==> config.mk <==
export PLATFORM = sky130hd
export DESIGN_NAME = ifetch
export DESIGN_NICKNAME = d
export VERILOG_FILES = /design/src/rtl/ifetch.sv
export SDC_FILE = /design/constraint.sdc
export NUM_CORES = 1
export LEC_CHECK = 0
export ABC_AREA = 1
export BUFFER_PORTS_ARGS = -buffer_cell sky130_fd_sc_hd__clkbuf_2
export CORE_AREA = 2 2 128 130
export CTS_BUF_LIST = sky130_fd_sc_hd__clkbuf_4
export CTS_CLUSTER_DIAMETER = 30
export CTS_CLUSTER_SIZE = 10
export DETAILED_ROUTE_END_ITERATION = 10
export DIE_AREA = 0 0 130 132
export PLACE_DENSITY = 0.58
export SLEW_MARGIN = 20
export SYNTH_ARGS = -nofsm -noshare
export SYNTH_HDL_FRONTEND = slang
export SYNTH_SLANG_ARGS = --single-unit
==> constraint.sdc <==
create_clock -name clk -period 2 [get_ports clk]
set_clock_uncertainty 0.05 [all_clocks]
set_input_delay 0.1 -clock clk [delete_from_list [all_inputs] [get_ports clk]]
set_output_delay 0.1 -clock clk [all_outputs]
set_load 0.02 [all_outputs]
==> src/rtl/ifetch.sv <==
// ifetch: PC register plus IF/ID register with jump flush and hold stall.
// Define IFETCH_PERF_CNT_EN to build the delivered-instruction counter.
module ifetch #(
    parameter logic [31:0] RESET_PC = 32'h0000_0000,
    parameter logic [31:0] NOP_INST = 32'h0000_0013
) (
    input  logic        clk,
    input  logic        rst,
    input  logic        jump_en_i,
    input  logic [31:0] jump_addr_i,
    input  logic        hold_i,
    input  logic [31:0] inst_i,
    output logic [31:0] inst_addr_o,
    output logic [31:0] id_inst_o,
    output logic [31:0] id_inst_addr_o,
    output logic        id_valid_o,
    output logic [31:0] fetch_cnt_o
);
    logic [31:0] pc;
    assign inst_addr_o = pc;
    always_ff @(posedge clk) begin
        if (rst) pc <= RESET_PC;
        else if (jump_en_i) pc <= {jump_addr_i[31:2], 2'b00};
        else if (!hold_i) pc <= pc + 32'd4;
    end
    // a flush keeps the old id address; only the word and valid change
    always_ff @(posedge clk) begin
        if (rst) begin
            id_inst_o      <= NOP_INST;
            id_inst_addr_o <= RESET_PC;
            id_valid_o     <= 1'b0;
        end else if (jump_en_i) begin
            id_inst_o  <= NOP_INST;
            id_valid_o <= 1'b0;
        end else if (!hold_i) begin
            id_inst_o      <= inst_i;
            id_inst_addr_o <= pc;
            id_valid_o     <= 1'b1;
        end
    end
`ifdef IFETCH_PERF_CNT_EN
    logic [31:0] cnt;
    always_ff @(posedge clk) begin
        if (rst) cnt <= '0;
        else if (!jump_en_i && !hold_i) cnt <= cnt + 32'd1;
    end
    assign fetch_cnt_o = cnt;
`else
    assign fetch_cnt_o = '0;
`endif
endmodule

-- Word level (Yosys, flattened, before mapping)
Cells that the tools add are included.
- muxes and demuxes: 2
- reductions and logical operators: 2
- add/subtract/negate cells: 1
- bitwise gates (word level): 2
- eq/ne operators: 1
- operator list (cell ; count):
    $mux 32 ; 2
    $add 32x3->32 const B ; 1
    $ne 2x2->1 const B ; 1
    $not 1->1 ; 2
    $reduce_and 2->1 ; 1
    $reduce_or 2->1 ; 1
- register bits after elaboration: 97
- word-level logic and storage cells: 13

-- Depth between registers and ports, before layout
- word-level depth: 3
- mapped depth: 10
- mapped depth without buffers: 10

-- Worst setup path before layout
OpenSTA, ideal clock, no wires.
- path type: flip-flop to flip-flop
- from: register pc[3], in the netlist inst_addr_o[3]
- to: register pc[26], in the netlist inst_addr_o[26]
- slack: 373 ps
- stages on the path, launching flop included: 11
- clock period less this slack: 1627 ps
- arrival time: 1468 ps
- cells stage by stage: dfxtp_1 > ha_1 > nand2_2 > nor2_4 > nand3_4 > nor2_4 > nand3_1 > nand2_1 > nand3_1 > nand2_1 > inv_1
- word-level cells in the longest chain between the ends: 3
- ends and longest elaborated chain (element ; line ; RTL):
    start: declaration ; 19 ; logic [31:0] pc;
    start signal: assignment ; 23 ; else if (jump_en_i) pc <= {jump_addr_i[31:2], 2'b00};
    start signal: assignment ; 24 ; else if (!hold_i) pc <= pc + 32'd4;
    $add 32x3->32 ; 24 ;
    $mux 32 ; 24 ;
    $mux 32 ; 23 ;
Every way passes these cells. The select of a mux whose other input is x is not followed.
A chain may end at the register's enable or synchronous reset.

-- Worst setup path in the final report
- from: register pc[3], in the netlist inst_addr_o[3]
- to: register pc[8], in the netlist inst_addr_o[8]
The elaborated chain is that of the path after synthesis.

==> results.md <==
Finish:
- The commonest non-fill, non-tap cell in the layout is sky130_fd_sc_hd__nand2_1.
- The utilization of the core after routing is 40.1%.
- The final-layout fill cell count is 1,696.
- Summing all multi-input logic gate instances after layout gives 2250 sq um.
- Summing all flip-flop and latch instances after layout gives 1860 sq um.
- The top cell types in the final layout, fill and taps aside, are sky130_fd_sc_hd__nand2_1, sky130_fd_sc_hd__clkbuf_2, sky130_fd_sc_hd__dfxtp_1.
- The post-route netlist has 23.7% of its cells at a drive strength greater than 1.
- The net count of the finished layout is 956.
- The layout overhead on the synthesized area is 35.9%.
- The post-route cell area is 6300 sq um.

Floorplan:
- The horizontal extent of the die is 130 microns.
- The die covers 17,200 sq um.
- In this run the standard cell core region covers 15,700 sq um.
- In this run the core area contains 46 standard-cell rows.
- For this configuration, the core starts out at a cell density of between 20% and 30%.
- For this design the top-level I/O count stands at 197.
- Measured along the y axis, the die boundary spans about 130 microns.

Yosys:
- The mean post-synth cell area is 6.91 sq um.
- The post-synthesis cell area is 4630 sq um.
- Synthesis produced a netlist whose cell count is between 600 and 700.
- The share of synthesized area occupied by flip-flops and latches is 40.2%.
- After synthesis, the netlist uses 35 different library cells.
- The flip-flop and latch count after synthesis is a little over 90.
- During synthesis, Yosys emitted a total of 0 warnings.

Clocking:
- Counting the buffers created by CTS gives 9.
- The clock net in this run drives a total of 93 sinks.
- The TritonCTS clock tree is built.
- The clock tree root buffer cell is sky130_fd_sc_hd__clkbuf_4.
- After clock tree synthesis, the clock-pin slew on the worst setup and hold paths is 0.14 ns.
- The insertion delay to the later sink of the worst-skew pair is 0.47 ns.
- The H-tree generated during clock tree synthesis spans 3 levels.
- The clock passes through at most 2 buffers.

Placement:
- During placement, the flow inserted port buffers numbering between 150 and 200.
- The detailed-placement wirelength estimate is about 11 mm.
- At the end of routability-driven placement, the weighted congestion stood at 0.860.
- The placement-stage cell area is ~5500 sq um.

Timing:
- For the finished layout, the period the worst path requires is roughly 1.8 ns.
- The number of hold violations in the final report is 0.
- The fraction of the cycle the final worst path needs is between 90% and 100%.
- Setup repair after global routing left no endpoint under its margin.
- The count of endpoints failing setup in the final report is 0.
- The normalized max-slew margin is 65.1%.
- Setup total negative slack on the finished layout was measured at 0 ns.
- The final number of max-transition violations came to 0.
- Timing would allow up to 549 MHz.
- At the pin with the least slew margin, the transition time is 0.523 ns.

GRT:
- The via count of the first global-routing pass was approximately 4,600.
- The number of antenna violations at the first check in global routing came to 1.
- Entering global routing, the biggest net connects 49 pins.
- Summed over all layers, the global routing overflow is 0.
- The first global-routing pass estimated about 23 mm of wire.
- Across every metal layer, demand over resource in global routing totals 17.2%.

Worst setup path:
- The largest stage delay on the critical path is between 0.5 and 0.6 ns.
- The setup path with the least slack is of type reg2reg.
- The type of destination of the critical path is a flop.
- Traced cell by cell, the critical path runs through ha_1, nand2_2, nor3_2, nand2_1, nand3_1, o21ai_1, dlygate4sd3_1.
- For this design, the slowest cell found on the critical path is sky130_fd_sc_hd__dlygate4sd3_1.
- Data on the critical path is required at its endpoint by 2.32 ns.
- The worst setup path is launched from a flop.
- In this run the worst path has a maximum fanout of 5.
- The arrival time at the worst endpoint is ~2.1 ns.

Drt:
- The detailed router finished its first iteration with 227 violations.
- The final routed wire length divided by cell count is 13.4 microns.
- The remaining antenna violation count after routing is 0.
- The via-per-instance ratio is 4.40.
- The detailed-route via count is 4,875.
- In the routed design, unresolved DRC markers number 0.
- The total wire length after detailed routing is 14.8 mm.
- For this run, the detailed router's first-pass iteration total came to 4.

Power:
- The leakage component of the power is about 3.1 nW.
- The ratio of total power to cell area is 608 nW/um^2.
- The worst-case IR drop observed on VDD is 0.405 mV.

Job:
- The number of max-cap violations is 0.

Outcome:
- The flow ran to the end, and the final reports show no timing, DRC or antenna violations.

Worst hold path:
- The worst min-delay path category is in2reg.
report_power, final:
| part | switching [mW] | total [mW] | internal (mW) |
|---|---|---|---|
| Sequential | 0.0843 | 2.03 | 1.95 |
| Clock | 0.661 | 1.02 | 0.363 |
| Combinational | 0.482 | 0.775 | 0.293 |
| Total | 1.23 | 3.83 | 2.60 |
flip-flops by register name, indices dropped and copies added, names as in the netlist:
name / flops
id_inst_addr_o: 30
id_inst_o: 32
id_valid_o: 1
inst_addr_o: 30
cells in the mapped netlist:
library cell                instances  area [sq um]
sky130_fd_sc_hd__nor3_1            10          50.1
sky130_fd_sc_hd__o21ai_1            4          20.0
sky130_fd_sc_hd__conb_1             1          3.75
sky130_fd_sc_hd__nor2_1            76           285
sky130_fd_sc_hd__nand4_1           12          75.1
sky130_fd_sc_hd__nand3_4            2          35.0
sky130_fd_sc_hd__inv_1             60           225
sky130_fd_sc_hd__inv_2              7          26.3
sky130_fd_sc_hd__nor3_2             1          10.0
sky130_fd_sc_hd__o211ai_1           3          22.5
sky130_fd_sc_hd__and3_1             1          6.26
sky130_fd_sc_hd__nand3b_1           4          30.0
sky130_fd_sc_hd__xor2_1             1          8.76
sky130_fd_sc_hd__or2_1              1          6.26
sky130_fd_sc_hd__o2111ai_1          1          8.76
sky130_fd_sc_hd__nor2b_1            1          6.26
sky130_fd_sc_hd__clkinv_1           1          3.75
sky130_fd_sc_hd__buf_4             38           285
sky130_fd_sc_hd__nand2_1          182           683
sky130_fd_sc_hd__nor2_8             2          40.0
sky130_fd_sc_hd__a21oi_2            1          8.76
sky130_fd_sc_hd__nand2_2            2          12.5
sky130_fd_sc_hd__nor2_2             2          12.5
sky130_fd_sc_hd__a21oi_1           35           175
sky130_fd_sc_hd__ha_1               1          12.5
sky130_fd_sc_hd__a31oi_1            2          12.5
sky130_fd_sc_hd__a22o_1             4          35.0
sky130_fd_sc_hd__clkbuf_1          13          48.8
sky130_fd_sc_hd__o21ai_0           33           165
sky130_fd_sc_hd__a22oi_1            4          30.0
sky130_fd_sc_hd__nor2_4             9           101
sky130_fd_sc_hd__buf_2             14          70.1
sky130_fd_sc_hd__dfxtp_1           93          1860
sky130_fd_sc_hd__nand2_4            1          11.3
sky130_fd_sc_hd__nand3_1           49           245
through the flow:
stage	total power, mW	cells	hold slack, ns	setup WS [ns]
3_5_place_dp	2.75	1027	0.262	0.355
3_3_place_gp	2.74	1027	0.252	0.364
4_1_cts	3.87	1107	0.0625	0.0396
5_1_grt	4.03	1108	0.0724	0.0563
6_report	3.83	1108	0.104	0.180
2_1_floorplan	2.54	706	0.129	0.373
critical path: cells and delay by family (launching register included):
| family | cells | cell delay (ns) |
|---|---|---|
| adder cells (fa/ha/maj) | 1 | 0.21 |
| AND/OR/NAND/NOR | 4 | 0.43 |
| flip-flops | 1 | 0.43 |
| AO/OA/AOI/OAI | 1 | 0.06 |
| buffers and inverters | 1 | 0.55 |
path summary, 6_finish.rpt:
kind                       from                 end  slack [ns]  depth (start not counted)
max reg2reg      inst_addr_o[3]      inst_addr_o[8]        0.18                          7
min reg2reg  id_inst_addr_o[16]  id_inst_addr_o[16]        0.42                          2
min             jump_addr_i[28]     inst_addr_o[28]        0.10                          6
max              inst_addr_o[3]      inst_addr_o[8]        0.18                          7
logic make-up (layout without fill, tap and decap cells):
group,count (synthesis),after routing,share of synthesized area [%]
AO/OA/AOI/OAI,87,87,10.3
XOR/XNOR,1,1,0.189
adder cells (fa/ha/maj),1,1,0.270
buffers and inverters,133,318,14.2
flip-flops,93,93,40.2
other,1,37,0.0809
AND/OR/NAND/NOR,355,355,34.7
per-layer routing:
metal,track usage (%),wire [microns]
met1,20.8,6270
met2,29.3,7110
met3,6.41,1290
met4,3.23,132
met5,0,0
cell type report:
class / count / share of cell area, %
Antenna cell: 1 / 0.0397
Clock buffer: 9 / 1.07
Clock inverter: 6 / 0.874
Inverter: 68 / 4.09
Multi-Input combinational cell: 480 / 35.7
Sequential cell: 93 / 29.6
Tap cell: 216 / 4.29
Timing Repair Buffer: 235 / 24.3
timing repair:
action	4_1_cts	5_1_grt
gates resized for setup	0	3
hold endpoints to repair	63	0
hold buffers	65	0
endpoints found under the setup margin	0	1
buffers inserted	0	0
Power figures use the tool's default switching activity.
